**config.mk**
```make
export PLATFORM = sky130hd
export DESIGN_NAME = reflet_irq_ctrl
export DESIGN_NICKNAME = d
export VERILOG_FILES = /design/src/rtl/reflet_irq_pkg.sv /design/src/rtl/reflet_sync2.sv /design/src/rtl/reflet_irq_ctrl.sv
export SDC_FILE = /design/constraint.sdc
export NUM_CORES = 1
export LEC_CHECK = 0
export ABC_AREA = 1
export BUFFER_PORTS_ARGS = -buffer_cell sky130_fd_sc_hd__clkbuf_2
export CORE_UTILIZATION = 55
export CTS_BUF_LIST = sky130_fd_sc_hd__clkbuf_4
export DETAILED_ROUTE_END_ITERATION = 8
export PLACE_DENSITY = 0.91
export SLEW_MARGIN = 10
export SYNTH_ARGS = -nofsm -noshare
export SYNTH_HDL_FRONTEND = slang
export SYNTH_SLANG_ARGS = --single-unit
```
**constraint.sdc**
```tcl
create_clock -name clk -period 3.1 [get_ports clk]
set_clock_uncertainty 0.15 [all_clocks]
set_input_delay 0.31 -clock clk [delete_from_list [all_inputs] [get_ports clk]]
set_output_delay 0.31 -clock clk [all_outputs]
set_load 0.01 [all_outputs]
```
**src/rtl/reflet_irq_pkg.sv**
```systemverilog
// rtl/reflet_irq_pkg.sv - shared constants for the reflet interrupt front-end
package reflet_irq_pkg;

   localparam int IRQ_LINES   = 4;

   localparam int IRQ_PENDING = 0;
   localparam int IRQ_MASK    = 1;
   localparam int IRQ_MODE    = 2;

   localparam logic [IRQ_LINES-1:0] MASK_RST = 4'hF;
   localparam logic [IRQ_LINES-1:0] MODE_RST = 4'hF;

endpackage

```
**src/rtl/reflet_sync2.sv**
```systemverilog
// rtl/reflet_sync2.sv - parameterised-width two-flop synchroniser
module reflet_sync2 #(
   parameter int WIDTH = 1
) (
   input  logic             clk,
   input  logic             reset,
   input  logic [WIDTH-1:0] d,
   output logic [WIDTH-1:0] q
);

   logic [WIDTH-1:0] meta;

   // Two-stage capture of the asynchronous inputs into the clk domain.
   always_ff @(posedge clk or negedge reset) begin
      if (!reset) begin
         meta <= '0;
         q    <= '0;
      end else begin
         meta <= d;
         q    <= meta;
      end
   end

endmodule

```
**src/rtl/reflet_irq_ctrl.sv**
```systemverilog
// rtl/reflet_irq_ctrl.sv - interrupt capture, masking and register file for reflet_cpu
module reflet_irq_ctrl
   import reflet_irq_pkg::*;
#(
   parameter int                 wordsize  = 8,
   parameter logic [wordsize-1:0] base_addr = wordsize'(8'hF0)
) (
   input  logic                 clk,
   input  logic                 reset,
   input  logic                 enable,
   input  logic [IRQ_LINES-1:0] irq_in,
   input  logic [wordsize-1:0]  addr,
   input  logic [wordsize-1:0]  data_in,
   input  logic                 write_en,
   output logic [wordsize-1:0]  data_out,
   output logic [IRQ_LINES-1:0] interrupt_request
);

   localparam logic [wordsize-1:0] ADDR_PEND = base_addr + wordsize'(IRQ_PENDING);
   localparam logic [wordsize-1:0] ADDR_MASK = base_addr + wordsize'(IRQ_MASK);
   localparam logic [wordsize-1:0] ADDR_MODE = base_addr + wordsize'(IRQ_MODE);

   logic [IRQ_LINES-1:0] s;
   logic [IRQ_LINES-1:0] s_d;
   logic [IRQ_LINES-1:0] pending;
   logic [IRQ_LINES-1:0] mask;
   logic [IRQ_LINES-1:0] mode;
   logic [IRQ_LINES-1:0] set_cond;
   logic [IRQ_LINES-1:0] clr;
   logic [IRQ_LINES-1:0] wr_bits;
   logic [wordsize-1:0]  rd_val;
   logic [1:0]           warm;
   logic                 primed;
   logic                 wr;

   assign wr_bits = data_in[IRQ_LINES-1:0];
   assign wr      = write_en & enable;

   generate
      if (wordsize > IRQ_LINES) begin : g_hi
         logic unused_hi;
         assign unused_hi = ^data_in[wordsize-1:IRQ_LINES];
      end
   endgenerate

   reflet_sync2 #(.WIDTH(IRQ_LINES)) u_sync (
      .clk   (clk),
      .reset (reset),
      .d     (irq_in),
      .q     (s)
   );

   // s_d only holds a genuine sample three edges after reset; until then the
   // zeros left by reset must not look like the low half of a rising edge,
   // otherwise a source held high across reset would re-trigger.
   assign primed = (warm == 2'd3);

   // Set/clear conditions for the pending bits.
   always_comb begin
      set_cond = (mode & s & ~s_d & {IRQ_LINES{primed}}) | (~mode & s);
      clr      = '0;
      if (wr && (addr == ADDR_PEND)) begin
         clr = wr_bits;
      end
   end

   // Read mux: full-width address compare, unused bits read as zero.
   always_comb begin
      rd_val = '0;
      if (addr == ADDR_PEND) begin
         rd_val[IRQ_LINES-1:0] = pending;
      end else if (addr == ADDR_MASK) begin
         rd_val[IRQ_LINES-1:0] = mask;
      end else if (addr == ADDR_MODE) begin
         rd_val[IRQ_LINES-1:0] = mode;
      end
   end

   // Edge-detect history and post-reset warm-up counter.
   always_ff @(posedge clk or negedge reset) begin
      if (!reset) begin
         s_d  <= '0;
         warm <= 2'd0;
      end else begin
         s_d <= s;
         if (!primed) begin
            warm <= warm + 2'd1;
         end
      end
   end

   // Sticky pending bits: a set on the same edge as a clear wins.
   always_ff @(posedge clk or negedge reset) begin
      if (!reset) begin
         pending <= '0;
      end else begin
         pending <= (pending & ~clr) | set_cond;
      end
   end

   // MASK and MODE registers, written only while the CPU is running.
   always_ff @(posedge clk or negedge reset) begin
      if (!reset) begin
         mask <= MASK_RST;
         mode <= MODE_RST;
      end else begin
         if (wr && (addr == ADDR_MASK)) begin
            mask <= wr_bits;
         end
         if (wr && (addr == ADDR_MODE)) begin
            mode <= wr_bits;
         end
      end
   end

   // Registered outputs: masked request to the CPU and the read data.
   always_ff @(posedge clk or negedge reset) begin
      if (!reset) begin
         interrupt_request <= '0;
         data_out          <= '0;
      end else begin
         interrupt_request <= pending & mask;
         data_out          <= rd_val;
      end
   end

endmodule
```
== After elaboration in Yosys (flattened, before gate mapping) ==
Cells that the tools add are included.
Widths: inputs -> output; s select.
Cells by class
  reductions and logical operators: 3
  muxes and demuxes: 4
  add/subtract/negate cells: 1
  equality and inequality tests: 4
  bitwise gates (word level): 12
Operator list (count)
  $and 4x4->4: 6
  $eq 8x8->1 const B: 3
  $mux 4: 4
  $not 4->4: 3
  $or 4x4->4: 2
  $logic_and 1x1->1: 3
  $add 2x1->2 const B: 1
  $eq 2x2->1 const B: 1
  $and 1x1->1: 1
Storage, ports and cells
  flip-flop bits (word level): 34
  logic and storage cells: 33
  output and inout port bits: 12
  bits of input ports: 24

== Logic depth before layout (Yosys ltp) ==
Gate-level depths: netlist of the first run.
  depth after elaboration: 6
  mapped depth: 6
  depth with buffers taken out: 6

== Hierarchy ==
From an unflattened synthesis of the first run, not the netlist that was laid out.
Second synthesis, totals
  cells, all modules: 128
  area total of the unflattened synthesis: 1405.1 um2
Modules (own cells, without submodules)
  reflet_irq_ctrl: sequential area each 660.6 um2, area each 1204.9 um2, times used 1, cells each 120
  reflet_sync2: sequential area each 200.2 um2, area each 200.2 um2, times used 1, cells each 8

== Least setup slack after synthesis of the first run ==
Ideal clock, no wire load.
  kind: reg2reg
  start point: reg warm[0]
  end point: reg pending[0]
  period minus slack after synthesis: 1128 ps
  data required time: 2834 ps
  cell stages (with the launch flop): 6
  arrival time: 862 ps
  library setup time: 116 ps
  path buffers: 0
  setup slack: 1972 ps
  path through: dfrtp_1 -> ha_1 -> inv_1 -> o21ai_0 -> nand2_1 -> nand2_1
On the way
  cells in the longest elaborated chain, start to end: 4
RTL lines
  start, declared: line reflet_irq_ctrl.sv:32  | logic [1:0] warm;
  start signal, assigned: line reflet_irq_ctrl.sv:87  | warm <= warm + 2'd1;
  $eq 2x2->1: line reflet_irq_ctrl.sv:56  | assign primed = (warm == 2'd3);
  $and 4x4->4: line reflet_irq_ctrl.sv:60  | set_cond = (mode & s & ~s_d & {IRQ_LINES{primed}}) | (~mode & s);
  $or 4x4->4: line reflet_irq_ctrl.sv:60
  $or 4x4->4: line reflet_irq_ctrl.sv:97  | pending <= (pending & ~clr) | set_cond;
  end signal, assigned: line reflet_irq_ctrl.sv:97
  end, declared: line reflet_irq_ctrl.sv:25  | logic [IRQ_LINES-1:0] pending;
No other way between the ends.
A chain may end at the register's enable or synchronous reset.

== Final worst setup path of the first run ==
  start point: reg data_out[0]
  end point: out data_out[0]
RTL lines
  start, declared: line reflet_irq_ctrl.sv:15  | output logic [wordsize-1:0] data_out,
  start signal, assigned: line reflet_irq_ctrl.sv:123  | data_out <= rd_val;
No word-level cell between the ends.

==> results.md, run 1 <==
- Initial core utilization: 60.6%
- Reg2Reg Depth: 5
- Leakage: 0.867 nW
- Max Slew Vio Count: 0
- Final period util: 41.3%
- Hold Startpoint: data_in[1]
- CTS clk-pin slew, worst paths: 0.10 ns
- Final ANT Viol Nets: 0
- Ys Warns: 0
- Skew-Pair Late Insertion Delay: 0.32 ns
- CP top delay family: flip-flops
- DRT Pass-1 Iters: 4
- Sequential share of power: 61.5%
- Crit-path max cell delay: ~0.38 ns
- PwrDens: 458 nW/µm²
- Synth Area in Simple Gates: 25.7%
- Critical-path top delay cell: dfrtp_1
- 1st-iter DRT viols: 18
- Clock tree buffer depth: 2
- Status: finished, final reports clean
- Sum Neg Setup Slack: 0 ns
- Most frequent cells in the layout: nand2_1, clkbuf_2, dfrtp_1, nand3_1, inv_1
- Core box area: 2320 µm²
- Vias in the first global route: 1003
- Post-CTS Hold Buffers: 5
- Mapped Area: ~1400 µm²
- IO Pins: 36
- Chip Width: 52.5 µm
- Setup CP Type: reg -> out
- Met3 Routed Length: 109 µm
- Total of max-cap violations: 0
- First-pass GRT wire length: 3870 µm
- Register bit count reported by yosys: 34
- Maximum clock rate: 781 MHz
- CTS tree: yes
- Switch share: a little under a quarter
- Clock share of power: a little under a third
- Share of layout cells above drive strength 1: roughly a third
- Critical R2R Launch: warm[0]
- M1 WL: 865 µm
- Met2 WL: 1190 µm
- Die ar.: 2760 µm²
- # Post-CTS Setup Buffers: 0
- Die H: roughly 53 µm
- Synth cell types: 19
- Final #Nets: 190
- Sequential fraction of the synthesis area: 61.3%
- GR Overflow Total: 0
- Syn Area/Cell: 11.0 µm²
- Number of remaining DRC errors: 0
- RSZ-0062 raised after global routing: no
- CP Cell Sequence: clkbuf_2
- VDD IR-drop max: 0.352 mV
- Worst setup endpoint: data_out[0]
- Post-CTS Resized: 0
- XOR/XNOR share of the synthesized area: 0.623%
- Layout area overhead: 17.0%
- Hold WC Path Type: in -> reg
- CP bufs+invs: 1
- Top Metal Used: met4
- Post-synthesis adder-cell area fraction: 0.890%
- CP Max Fanout: 1
- Slew HR: 46.6%
- Startpoint types: register
- Critical Path Sink Type: primary output
- R2R Setup Slk: 1.87 ns
- Core Rows: 17
- Final wirelength: 2210 µm
- Sink Count: 34
- Clock root buffer: clkbuf_4
- Largest net degree at the start of global routing: 35
- Synthesized instance count: 128
- Avg Vias per Cell: between 5 and 6
- Total GRT Usage: 20.5%
- Largest cells by area after synthesis: dfrtp_1, dfstp_2, nand2_1
- Initial antenna violation count: 0
- Post-synth top area cell: dfrtp_1
- Hold Fails Final Rpt: 0
- Slew @ Worst Pin: 0.801 ns
- Worst path depth: 1
- Share of synthesized area spent on multiplexers: 0%
- Pint: just under 0.6 mW
- Drt wl/cell: 11.4 µm
- Combinational share of power: 7.8%
- Worst slack at placement: 1.80 ns
- IO Port Bufs: 27
- Register area: 861 µm²
- Antenna diode instance count: 0
- Hpwl dp: 1650 µm
- Largest family of logic cells by synthesized area: simple AND/OR/NAND/NOR gates
- Compound-gate portion of the synthesized area: 4.27%
- Worst EP arrival: 0.82 ns
- Worst Slack Setup Final: 1.82 ns
- Area of the multi-input gates: between 400 and 500 µm²
- # setup viols final: 0
- Area fraction of the dominant cell type after synthesis: 46.3%
- Via count: a little under 1000
- R2R Path End: pending[2]
- Setup crit start: data_out[0]
- Critical Path RT: about 2.6 ns
- Net Sw Power: 0.171 mW
- Most common cell after layout, fill and taps aside: nand2_1
- H-Tree Depth: 2
- Post-route minimum period: 1.28 ns
- Clock buffer count from CTS: 5
- Layout fillers: 174
- Placer Congestion: 0.751
-- cell usage after synthesis --
| cell | number |
|---|---|
| inv_1 | 9 |
| nor2_8 | 3 |
| dfstp_2 | 8 |
| nand4_1 | 4 |
| nand3_1 | 16 |
| ha_1 | 1 |
| o21ai_1 | 8 |
| conb_1 | 1 |
| nand2_2 | 3 |
| xnor2_1 | 1 |
| nand3_4 | 2 |
| buf_8 | 1 |
| dfrtp_1 | 26 |
| inv_2 | 5 |
| o21ai_0 | 4 |
| nand2_4 | 2 |
| nor2_4 | 1 |
| buf_4 | 4 |
| nand2_1 | 29 |
-- layer usage --
layer  global-route usage (%)  vias to the layer above
li1                         -                      479
met1                     20.7                      465
met2                     38.2                       34
met3                     5.22                        6
met4                     10.5                        0
met5                        0                        -
-- worst min path at each step --
stage	endpoint	cells after the start
final	mode[1]	3
after global placement	u_sync.q[2]	0
after global routing	mode[3]	3
after detailed placement	u_sync.q[1]	0
after floorplan	data_out[0]	0
after CTS	mode[0]	3
-- cells by family (layout without fill, tap and decap cells) --
kind of cell | Yosys count | in the layout
AOI/OAI and AO/OA | 12 | 12
xor gates and xnor gates | 1 | 1
adders and majority gates | 1 | 1
buffers and inverters | 19 | 53
DFF | 34 | 34
other | 1 | 4
and+or+nand+nor | 60 | 60
-- power by group through the flow --
| stage | registers (mW) | clock network [mW] | logic [mW] |
|---|---|---|---|
| 5_1_grt | 0.465 | 0.256 | 0.0663 |
| 6_report | 0.463 | 0.231 | 0.0591 |
| 2_1_floorplan | 0.471 | 0 | 0.0317 |
| 3_3_place_gp | 0.471 | 0 | 0.0526 |
| 4_1_cts | 0.463 | 0.239 | 0.0601 |
| 3_5_place_dp | 0.472 | 0 | 0.0551 |
-- per-stage QoR --
step / hold slack, ns / util [%] / cells / total power, mW / instance area (µm²)
2_1_floorplan: -0.136 / - / 131 / 0.503 / 1420
3_3_place_gp: 0.185 / 66.5 / 181 / 0.523 / 1540
3_5_place_dp: 0.189 / 66.5 / 181 / 0.527 / 1540
4_1_cts: 0.0439 / 70.9 / 193 / 0.762 / 1640
5_1_grt: 0.0655 / 70.9 / 193 / 0.787 / 1640
6_report: 0.0556 / 70.9 / 193 / 0.754 / 1640
-- sequential cells by signal, summed over array words and instances (netlist names) --
signal,count
mode,4
warm,2
u_sync.meta,4
u_sync.q,4
data_out,4
pending,4
interrupt_request,4
mask,4
s_d,4
-- worst register-to-register path, delay by kind of cell, from the launching register on --
kind,cells,cell delay [ns]
AO/OA/AOI/OAI,1,0.09
adder cells (fa/ha/maj),1,0.24
buffers and inverters,1,0.13
flip-flops,1,0.41
AND/OR/NAND/NOR,2,0.12
-- layout make-up --
type	instances	share of cell area, %
Multi-Input combinational cell	78	27.9
Timing Repair Buffer	32	11.3
Tap cell	28	2.13
Inverter	14	3.20
Clock buffer	7	3.20
Sequential cell	34	52.4
(Power assumes the default switching activity.)
==> run 2, diff against run 1 <==
--- a/config.mk
+++ b/config.mk
@@ -5,12 +5,12 @@
 export SDC_FILE = /design/constraint.sdc
 export NUM_CORES = 1
 export LEC_CHECK = 0
-export ABC_AREA = 1
+export ABC_AREA = 0
 export BUFFER_PORTS_ARGS = -buffer_cell sky130_fd_sc_hd__clkbuf_2
-export CORE_UTILIZATION = 55
+export CORE_UTILIZATION = 48
 export CTS_BUF_LIST = sky130_fd_sc_hd__clkbuf_4
 export DETAILED_ROUTE_END_ITERATION = 8
-export PLACE_DENSITY = 0.91
+export PLACE_DENSITY = 0.86
 export SLEW_MARGIN = 10
 export SYNTH_ARGS = -nofsm -noshare
 export SYNTH_HDL_FRONTEND = slang
==> constraint.sdc (replaced) <==
create_clock -name clk -period 1.1 [get_ports clk]
set_clock_uncertainty 0.15 [all_clocks]
set_input_delay 0.11 -clock clk [delete_from_list [all_inputs] [get_ports clk]]
set_output_delay 0.11 -clock clk [all_outputs]
set_load 0.01 [all_outputs]
==> results.md, run 2 <==
- Skew-Pair Late Insertion Delay: 0.34 ns (+0.02 ns)
- Dominant synthesized flop cell: dfrtp_1
- Drt wl/cell: 14.3 µm (+25%)
- Most frequent cells in the layout: dfrtp_1, clkbuf_2, dlygate4sd3_1, buf_4, dfstp_2
- Critical Path Sink Type: register
- Total of max-cap violations: 0 (unchanged)
- CP bufs+invs: 1 (unchanged)
- Hold Slack: 0.0248 ns (-0.0308 ns)
- Post-synthesis adder-cell area fraction: 0.942% (+0.051 points)
- IO Port Bufs: 27 (unchanged)
- Hold Fails Final Rpt: 0 (unchanged)
- H-Tree Depth: 2 (unchanged)
- Critical R2R Launch: warm[1]
- R2R Setup Slk: -0.07 ns (-1.94 ns)
- Clock buffer count from CTS: 5 (unchanged)
- Synth Area in Simple Gates: 11.3% (-14 points)
- Ys Warns: 0 (unchanged)
- Worst slack at placement: -0.205 ns (-2.01 ns)
- Placer Congestion: 0.758 (+0.99%)
- Top cells by count, synth: dfrtp_1, dfstp_2, mux2_2, nor2_1
- Post-synth top area cell: dfrtp_1
- Number of synthesized flops with an enable pin: 0 (unchanged)
- CTS tree: yes
- Hold Startpoint: addr[2]
- Worst Slack Setup Final: -0.0689 ns (-1.89 ns)
- XOR/XNOR share of the synthesized area: 0.659% (+0.036 points)
- Number of remaining DRC errors: 0 (unchanged)
- Initial core utilization: 52.2% (-8.4 points)
- Final wirelength: 2490 µm (+13%)
- Max Slew Vio Count: 0 (unchanged)
- VDD IR-drop max: 1.16 mV (+230%)
- Status: finished, violations left
- Post-route minimum period: 1.17 ns
- Largest family of logic cells by synthesized area: multiplexers
- Final period util: 106%
- Worst EP arrival: 1.25 ns (+0.43 ns)
- Maximum clock rate: 856 MHz
- DRT Pass-1 Iters: 4 (unchanged)
- Final #Nets: 168 (-12%)
- Compound-gate portion of the synthesized area: 6.50% (+2.2 points)
- Failing checks: negative setup slack
- Largest net degree at the start of global routing: 35 (unchanged)
- Avg Vias per Cell: 5.11 (+0.32%)
- Most common cell after layout, fill and taps aside: dfrtp_1
- Critical-path top delay cell: dfrtp_1
- Vias in the first global route: 900 (-10%)
- CP Max Fanout: 4 (+3)
- Mapped Area: 1330 µm² (-5.4%)
- Die H: 54.6 µm (+3.9%)
- # setup viols final: 8 (+8)
- Area fraction of the dominant cell type after synthesis: 49.0% (+2.7 points)
- CP top delay family: flip-flops
- RSZ-0062 raised after global routing: yes
- Die ar.: 2980 µm² (+8.0%)
- Largest cells by area after synthesis: dfrtp_1, dfstp_2, mux2_4
- Syn Area/Cell: 14.8 µm² (+34%)
- Fin area: 1820 µm² (+11%)
- First-pass GRT wire length: 3970 µm (+2.5%)
- Setup crit start: warm[1]
- PwrDens: 1320 nW/µm² (+190%)
- Via count: 890 (-9.6%)
- Hold WC Path Type: in -> reg
- Setup CP Type: reg -> reg
- CTS clk-pin slew, worst paths: 0.10 ns (about the same)
- Clock tree buffer depth: 2 (unchanged)
- Hpwl dp: 1720 µm (+3.8%)
- CP Cell Sequence: ha_4 -> inv_4 -> o21ai_1 -> a22o_1
- Leakage: 0.861 nW (-0.62%)
- IO Pins: 36 (unchanged)
- Chip Width: 54.6 µm (+3.9%)
- 1st-iter DRT viols: 3 (-15)
- Core box area: 2540 µm² (+9.8%)
- GR Overflow Total: 0 (unchanged)
- Total GRT Usage: 20.6% (about the same)
- Antenna diode instance count: 0 (unchanged)
- Crit-path max cell delay: 0.42 ns (+0.04 ns)
- Share of synthesized area spent on multiplexers: 11.8% (+12 points)
- Register bit count reported by yosys: 34 (unchanged)
- Clock root buffer: clkbuf_4
- Sequential fraction of the synthesis area: 64.8% (+3.5 points)
- Sink Count: 34 (unchanged)
- Final ANT Viol Nets: 0 (unchanged)
- Core Rows: 18 (+1)
- Critical Path RT: 1.18 ns (-1.46 ns)
- Layout area overhead: 36.8%
- Dpl cell area: 1580 µm² (+2.5%)
- Initial antenna violation count: 0 (unchanged)
- FFs w/ async S/R, synth: 100% (unchanged)
- Most frequent cell after synthesis: dfrtp_1
- Synthesized instance count: 90 (-30%)
- Startpoint types: register
- Share of layout cells above drive strength 1: 53.5% (+18 points)
- Synth cell types: 26 (+7)
==> run 2: changes by cell type after synthesis, sizes merged, moves of 8 or more <==
cell	previous run	this run
nand2	34	2
inv	14	1
mux2	0	9
o21ai	12	4
nand3	18	1
==> run 2: worst reg2reg max path: stages, from the launching register on <==
cell and delay (ns):
dfrtp_1 0.42, ha_4 0.19, inv_4 0.07, o21ai_1 0.06, a22o_1 0.18
==> run 2: per-layer routing <==
metal  vias up  wire length, µm  GRT usage, %  part of all wire (%)
li1        423                -             -                     -
met2        35             1250          35.5                    50
met4         0               63          11.5                   2.5
met3         8              124          6.11                   5.0
met1       424             1050          22.0                    42
met5         -                0             0                     0
==> run 2: through the flow <==
| stage | total power [mW] | utilization (%) | setup TNS (ns) | cells |
|---|---|---|---|---|
| finish | 2.39 | 71.4 | -0.381 | 174 |
| global route | 2.48 | 71.4 | -0.937 | 174 |
| CTS | 2.41 | 69.6 | -0.506 | 174 |
| detailed placement | 1.50 | 62.1 | -2.10 | 155 |
| global placement | 1.49 | 62.1 | -1.79 | 155 |
| floorplan | 1.40 | - | -0.457 | 93 |
==> run 2: path summary, 6_finish.rpt <==
| check | depth (start not counted) | endpoint |
|---|---|---|
| max | 4 | pending[3] |
| min | 5 | data_out[3] |
| max reg2reg | 4 | pending[3] |
| min reg2reg | 0 | u_sync.q[0] |
| max in group asynchronous | 3 | mode[1] |
| min in group asynchronous | 3 | data_out[0] |
==> run 2: power by group <==
group          total, mW  switching, mW  internal, mW
sequential          1.31         0.0167          1.29
clock              0.877          0.407         0.470
combinational      0.207         0.0911         0.116
==> run 2: kinds of logic (layout without fill, tap and decap cells) <==
group / count (synthesis) / count (layout)
muxes: 13 / 13
other: 1 / 4
adders and majority gates: 1 / 1
and+or+nand+nor: 21 / 21
xor gates and xnor gates: 1 / 1
AOI/OAI and AO/OA: 12 / 12
buffers and inverters: 7 / 58
DFF: 34 / 34
==> run 2: layout make-up <==
type	count	area [µm²]
tap	30	37.5
multi-input combinational	52	475
clock inverter	3	40.0
inverter	1	6.26
clock buffer	5	37.5
timing repair buffer	49	360
fill	185	727
sequential	34	861
==> run 2: repair_timing <==
item | 4_1_cts | 5_1_grt
pin swaps | 4 | 3
hold buffers | 10 | 0
resized for setup | 3 | 11
setup buffers | 1 | 0
endpoints found under the hold margin | 54 | 0
endpoints found under the setup margin | 13 | 17
